$ cat config.mk
export PLATFORM = sky130hd
export DESIGN_NAME = updown_counter
export DESIGN_NICKNAME = d
export VERILOG_FILES = /design/src/rtl/counter_pkg.sv /design/src/rtl/tick_prescaler.sv /design/src/rtl/updown_counter.sv
export SDC_FILE = /design/constraint.sdc
export NUM_CORES = 1
export LEC_CHECK = 0
export BUFFER_PORTS_ARGS = -buffer_cell sky130_fd_sc_hd__buf_2
export CAP_MARGIN = 25
export CELL_PAD_IN_SITES_DETAIL_PLACEMENT = 1
export CELL_PAD_IN_SITES_GLOBAL_PLACEMENT = 2
export CORE_MARGIN = 5
export CORE_UTILIZATION = 33
export DETAILED_ROUTE_END_ITERATION = 12
export PLACE_DENSITY_LB_ADDON = 0.1
export SLEW_MARGIN = 20
export SYNTH_ARGS = -nofsm -noshare
export SYNTH_HDL_FRONTEND = slang
export SYNTH_HIERARCHICAL = 1
export SYNTH_SLANG_ARGS = --single-unit
$ cat constraint.sdc
create_clock -name CLK -period 6 [get_ports CLK]
set_input_delay 1.2 -clock CLK [delete_from_list [all_inputs] [get_ports CLK]]
set_output_delay 1.2 -clock CLK [all_outputs]
set_load 0.01 [all_outputs]
$ cat src/rtl/counter_pkg.sv
// -----------------------------------------------------------------------------
// counter_pkg
// Shared definitions for updown_counter and its tick prescaler.
//   - Count-mode encodings driven on updown_counter.i_mode
//   - One-shot FSM state encoding
// Optional feature macro used by updown_counter: UPDOWN_COUNTER_PRESCALE_EN
// -----------------------------------------------------------------------------
package counter_pkg;

  // Count modes (i_mode)
  localparam logic [1:0] MODE_WRAP    = 2'b00;
  localparam logic [1:0] MODE_SAT     = 2'b01;
  localparam logic [1:0] MODE_ONESHOT = 2'b10;
  localparam logic [1:0] MODE_HOLD    = 2'b11;

  // One-shot FSM states
  typedef enum logic {
    ST_ARMED = 1'b0,
    ST_DONE  = 1'b1
  } state_e;

endpackage : counter_pkg

$ cat src/rtl/tick_prescaler.sv
// -----------------------------------------------------------------------------
// tick_prescaler
// Produces a one-cycle count tick once every PRESCALE cycles. The first tick
// lands on the PRESCALE-th cycle after reset release or after i_restart.
// Runs continuously; it is not gated by the counter's enable.
//
// Parameters:
//   PRESCALE  tick period in cycles (>= 1); 1 gives a tick every cycle
// Ports:
//   CLK        in   rising-edge clock
//   RST_X      in   asynchronous active-low reset
//   i_restart  in   synchronous phase restart (counter clear/load)
//   o_tick     out  tick, decoded from the registered phase counter
// -----------------------------------------------------------------------------
module tick_prescaler
  import counter_pkg::*;
#(
  parameter int unsigned PRESCALE = 1
) (
  input  logic CLK,
  input  logic RST_X,
  input  logic i_restart,
  output logic o_tick
);

  localparam int unsigned      CW      = $clog2(PRESCALE) + 1;
  localparam logic [CW-1:0]    PH_LAST = CW'(PRESCALE - 1);
  localparam logic [CW-1:0]    PH_ZERO = {CW{1'b0}};
  localparam logic [CW-1:0]    PH_ONE  = CW'(1'b1);

  logic [CW-1:0] phase_q;
  logic [CW-1:0] phase_d;

  // Phase counter next state: restart to 0, otherwise count 0..PRESCALE-1
  always_comb begin
    phase_d = phase_q;
    if (i_restart) begin
      phase_d = PH_ZERO;
    end else if (phase_q == PH_LAST) begin
      phase_d = PH_ZERO;
    end else begin
      phase_d = phase_q + PH_ONE;
    end
  end

  // Phase counter register
  always_ff @(posedge CLK or negedge RST_X) begin
    if (!RST_X) begin
      phase_q <= PH_ZERO;
    end else begin
      phase_q <= phase_d;
    end
  end

  // Tick in the last phase so the first tick is the PRESCALE-th cycle
  assign o_tick = (phase_q == PH_LAST);

endmodule : tick_prescaler

$ cat src/rtl/updown_counter.sv
// -----------------------------------------------------------------------------
// updown_counter
// Parametrised up/down counter with wrap, saturate, one-shot and hold modes,
// synchronous clear/load and an optional tick prescaler.
//
// Optional feature macro: UPDOWN_COUNTER_PRESCALE_EN
//   defined   -> tick_prescaler instantiated, PRESCALE honoured
//   undefined -> tick is 1 every cycle, PRESCALE has no effect
//
// Parameters:
//   WIDTH     counter width (>= 2)
//   MAX_VAL   terminal value for up-count / reload for down-wrap
//   PRESCALE  tick period in cycles (prescaler builds only)
// Ports:
//   CLK         in   rising-edge clock
//   RST_X       in   asynchronous active-low reset
//   i_en        in   count enable, sampled on tick cycles
//   i_up        in   direction, 1 = up
//   i_mode      in   00 wrap, 01 saturate, 10 one-shot, 11 hold
//   i_clr       in   synchronous clear (beats load)
//   i_load      in   synchronous load, value clamped to MAX_VAL
//   i_load_val  in   load value
//   o_cnt       out  count, registered
//   o_tc        out  terminal count, combinational on o_cnt and i_up
//   o_wrap      out  one-cycle wrap pulse, registered
//   o_done      out  one-shot complete level, registered
// -----------------------------------------------------------------------------
module updown_counter
  import counter_pkg::*;
#(
  parameter int unsigned      WIDTH    = 8,
  parameter logic [WIDTH-1:0] MAX_VAL  = {WIDTH{1'b1}},
  parameter int unsigned      PRESCALE = 1
) (
  input  logic             CLK,
  input  logic             RST_X,
  input  logic             i_en,
  input  logic             i_up,
  input  logic [1:0]       i_mode,
  input  logic             i_clr,
  input  logic             i_load,
  input  logic [WIDTH-1:0] i_load_val,
  output logic [WIDTH-1:0] o_cnt,
  output logic             o_tc,
  output logic             o_wrap,
  output logic             o_done
);

  localparam logic [WIDTH-1:0] CNT_ZERO = {WIDTH{1'b0}};
  localparam logic [WIDTH-1:0] CNT_ONE  = {{(WIDTH-1){1'b0}}, 1'b1};

  logic [WIDTH-1:0] cnt_q, cnt_d;
  logic             wrap_q, wrap_d;
  logic             done_q, done_d;
  state_e           state_q, state_d;

  logic             tick_s;
  logic             step_s;
  logic [WIDTH-1:0] cnt_eff_s;
  logic             at_top_s;
  logic             at_bot_s;
  logic [WIDTH-1:0] sat_next_s;
  logic [WIDTH-1:0] term_s;

`ifdef UPDOWN_COUNTER_PRESCALE_EN
  tick_prescaler #(
    .PRESCALE (PRESCALE)
  ) u_tick_prescaler (
    .CLK       (CLK),
    .RST_X     (RST_X),
    .i_restart (i_clr | i_load),
    .o_tick    (tick_s)
  );
`else
  // Every cycle is a tick; PRESCALE is kept in the parameter list so both
  // builds share one instantiation template.
  localparam bit PRESCALE_SET = (PRESCALE != 0);
  assign tick_s = 1'b1 | PRESCALE_SET;
`endif

  assign step_s = tick_s & i_en;

  // A count above MAX_VAL can only come from misconfiguration; stepping from
  // it behaves as if the count were MAX_VAL.
  assign cnt_eff_s = (cnt_q > MAX_VAL) ? MAX_VAL : cnt_q;
  assign at_top_s  = (cnt_eff_s == MAX_VAL);
  assign at_bot_s  = (cnt_eff_s == CNT_ZERO);
  assign term_s    = i_up ? MAX_VAL : CNT_ZERO;

  // Saturating +/-1 step, shared by saturate and one-shot modes
  always_comb begin
    sat_next_s = cnt_eff_s;
    if (i_up) begin
      if (at_top_s) begin
        sat_next_s = MAX_VAL;
      end else begin
        sat_next_s = cnt_eff_s + CNT_ONE;
      end
    end else begin
      if (at_bot_s) begin
        sat_next_s = CNT_ZERO;
      end else begin
        sat_next_s = cnt_eff_s - CNT_ONE;
      end
    end
  end

  // Next count, one-shot FSM next state and wrap/done flags
  always_comb begin
    cnt_d   = cnt_q;
    state_d = state_q;
    wrap_d  = 1'b0;
    done_d  = done_q;
    if (i_clr) begin
      cnt_d   = CNT_ZERO;
      state_d = ST_ARMED;
      done_d  = 1'b0;
    end else if (i_load) begin
      cnt_d   = (i_load_val > MAX_VAL) ? MAX_VAL : i_load_val;
      state_d = ST_ARMED;
      done_d  = 1'b0;
    end else begin
      // Any mode other than one-shot re-arms the FSM and drops o_done
      if (i_mode != MODE_ONESHOT) begin
        state_d = ST_ARMED;
        done_d  = 1'b0;
      end else begin
        state_d = state_q;
        done_d  = done_q;
      end
      if (step_s) begin
        case (i_mode)
          MODE_WRAP: begin
            if (i_up) begin
              if (at_top_s) begin
                cnt_d  = CNT_ZERO;
                wrap_d = 1'b1;
              end else begin
                cnt_d  = cnt_eff_s + CNT_ONE;
                wrap_d = 1'b0;
              end
            end else begin
              if (at_bot_s) begin
                cnt_d  = MAX_VAL;
                wrap_d = 1'b1;
              end else begin
                cnt_d  = cnt_eff_s - CNT_ONE;
                wrap_d = 1'b0;
              end
            end
          end
          MODE_SAT: begin
            cnt_d = sat_next_s;
          end
          MODE_ONESHOT: begin
            if (state_q == ST_ARMED) begin
              cnt_d = sat_next_s;
              // Reaching the terminal completes the shot on this edge
              if (sat_next_s == term_s) begin
                state_d = ST_DONE;
                done_d  = 1'b1;
              end else begin
                state_d = ST_ARMED;
                done_d  = 1'b0;
              end
            end else begin
              cnt_d = cnt_q;
            end
          end
          MODE_HOLD: begin
            cnt_d = cnt_q;
          end
          default: begin
            cnt_d = cnt_q;
          end
        endcase
      end else begin
        cnt_d = cnt_q;
      end
    end
  end

  // Count, FSM and flag registers
  always_ff @(posedge CLK or negedge RST_X) begin
    if (!RST_X) begin
      cnt_q   <= CNT_ZERO;
      state_q <= ST_ARMED;
      wrap_q  <= 1'b0;
      done_q  <= 1'b0;
    end else begin
      cnt_q   <= cnt_d;
      state_q <= state_d;
      wrap_q  <= wrap_d;
      done_q  <= done_d;
    end
  end

  assign o_cnt  = cnt_q;
  assign o_wrap = wrap_q;
  assign o_done = done_q;
  assign o_tc   = i_up ? (cnt_q == MAX_VAL) : (cnt_q == CNT_ZERO);

endmodule : updown_counter

==> results.yml <==
sta:
  skew_ps: 2.300
  slew_headroom: 0.5671
  slew_viol_final: 0
  hold_violations: 0
  clock.fmax_mhz: 269.3
  setup_tns_ps: 0
  holdWs_ps: 565.0
  setup_viol: 0
  period_needed_ps: 3714
  worst_pin_slew_ps: 643.4
  post-route-period-util: 0.6189
  rsz0062_at_grt: "no"
synth:
  syn_inst: 180
  synthDominantCellAreaShare: 0.2048
  ys_seq_area_frac: 0.2048
  synth_edf_count: 0
  syn_area_per_cell_um2: 7.465
  synth_cell_types: 51
  ys_ff_latch: 11
  async_flop_share: 1.000
  synth.top_cells.by_area: "dfrtp_1, ha_1, o21ai_0"
  yosys.area.top_type: "dfrtp_1"
  dominantRegCellSynth: "dfrtp_1"
  yosysWarnings: 6
  synth_nets: 202
  netlist_area_um2: 1344
power:
  irDropWorstVdd_mv: 0.06659
  p_leak_uw: 0.0006330
  p_per_area_nw_per_um2: 195.3
  total_power_uw: 295.1
drt:
  num_vias: 1494
  wl_um: 4722
  detail-route-antenna-nets: 0
  first_pass_iters: 4
  vias_per_cell: 6.098
  drc: 0
  drt_iter0_drc: 165
  wire_per_inst_um: 19.27
clock_tree:
  numCtsBuffers: 3
  clk_pin_slew_ps: 50
  cts_setup_buffers: 0
  root_buffer: "clkbuf_8"
  clk_latency_ps: 240
  cts_hold_repair.buffers: 0
  htree_levels: 1
  cts.sinks: 11
  cts_tree: "yes"
  cts_resized: 0
  clock_path_buffers: 2
setup_path:
  regToRegEndpoint: "state_q"
  worstPathArrival_ps: 2510
  path_delay_family: "buffers and inverters"
  path_class: "input pin to primary output"
  cp_num_cells: 5
  required_ps: 4800
  crit_end: "o_tc"
  cpMaxStageDelayCell: "or3_1"
  crit_chain: "buf_2, inv_1, or3_1, o21ai_2, buf_2"
  slowest_delay_ps: 470
  crit_top_cell: "buf_2"
  r2r_cells: 6
  cp_num_buf_inv: 3
  cp_max_fo: 17
  crit_start: "i_up"
  reg2reg_slack_ps: 3290
  r2r_start: "o_cnt[5]"
  end_kind: "primary output"
  critPathLaunchType: "input pin"
floorplan:
  rows: 23
  initial_core_util: 0.3384
  core-area_um2: 3971
  die_h_um: 73.81
  die_area_um2: 5448
  die_x_um: 73.81
  io_pins: 27
global_route:
  grt.busiest_layer: "met2"
  grt_pass1_wl_um: 7734
  grt_usage: 0.1837
  grtUsageMet2: 0.3002
  grt_max_degree: 18
  grt_pass1_vias: 1528
  antenna_found_initial: 0
  globalRouteMet3Util: 0.04104
  grtUsageMet1: 0.2508
  gr-total-overflow: 0
worst_hold_path:
  hold_path_class: "flip-flop to flip-flop"
finish:
  fin_area_um2: 1511
  multi_input_area_um2: 949.7
  nFillCells: 521
  finalNetCount: 218
  syn_to_final_growth_pct: 12.48
  seq_area_um2: 275.3
  drive_gt1_frac: 0.2051
  num_antenna_cells: 0
job:
  drv_cap: 0
place:
  dp_hpwl_um: 3648
  port_buffers: 26
  gp_congestion: 0.8731
  place_area_um2: 1466
status:
  status: "finished, final reports clean"
## worst min path at each step
stage | end | cells after the start | start
2_1_floorplan | state_q | 1 | state_q
3_3_place_gp | state_q | 1 | state_q
3_5_place_dp | state_q | 1 | state_q
4_1_cts | state_q | 1 | state_q
5_1_grt | state_q | 1 | state_q
6_report | state_q | 1 | state_q
## state kept, by name (all words and copies together) (netlist names)
name / flops
o_cnt: 8
o_done: 1
o_wrap: 1
state_q: 1
## Yosys cell counts (3+ instances only)
master / instances
a211oi_1: 3
a21oi_1: 7
a221oi_1: 3
a22o_1: 4
a31oi_1: 3
clkbuf_1: 12
dfrtp_1: 11
ha_1: 6
inv_1: 11
nand2_1: 17
nand2b_1: 3
nand3_1: 7
nand4_1: 3
nor2_1: 10
nor2b_1: 4
nor3_1: 7
nor4_1: 3
o21ai_0: 13
o31ai_1: 3
or3_1: 4
## cell type report
type,count,share of cell area
multi-input combinational,142,0.6283
tap,50,0.04139
inverter,11,0.02732
timing repair buffer,27,0.09106
clock buffer,4,0.02980
sequential,11,0.1821
## cell families (layout without fill, tap and decap cells)
| group | count (synthesis) | in the layout | synth area share |
|---|---|---|---|
| compound gates | 60 | 60 | 0.3324 |
| xor+xnor | 4 | 4 | 0.02608 |
| fa+ha+maj | 6 | 6 | 0.05586 |
| buf+inv | 27 | 42 | 0.08845 |
| flops | 11 | 11 | 0.2048 |
| mux | 3 | 3 | 0.02328 |
| simple gates | 69 | 69 | 0.2691 |
## layer usage
layer  up-vias  part of all wire
met3         2             0.055
li1        709                 -
met2        39              0.49
met1       744              0.46
met4         0            0.0021
met5         -                 0
## where the power goes
group | switching (uW) | leakage [uW] | internal, uW | total, uW
Clock | 26.7 | 0.0000228 | 46.5 | 73.2
Sequential | 19.8 | 0.000147 | 79.3 | 99.1
Combinational | 72.1 | 0.000464 | 50.7 | 123
## worst reg2reg max path, stage by stage, from the launching register on
cell	delay, ps
dfrtp_1	570
or4_4	610
or3_1	510
a211oi_2	220
a21oi_1	90
o41ai_2	450
a22o_1	200
## layout by cell type, fill, tap and decap left out, types with 3 or more instances in the layout
master and n:
buf_2 26, a221oi_1 3, a211oi_1 3, a31oi_1 3, o21ai_0 13, nand3_1 7, a21oi_1 7, o31ai_1 3
nor2b_1 4, or3_1 4, nand2b_1 3, ha_1 6, clkbuf_8 3, a22o_1 4, nor3_1 7, dfrtp_1 11
inv_1 11, nor4_1 3, nand4_1 3, nor2_1 10, nand2_1 17
## per-stage QoR
step,setup slack (ps),instances,util
2_1_floorplan,2749,180,-
3_3_place_gp,2357,241,0.3693
3_5_place_dp,2305,241,0.3693
4_1_cts,2303,245,0.3806
5_1_grt,2184,245,0.3806
6_report,2286,245,0.3806
No activity file was read; power rests on OpenSTA's default activity.
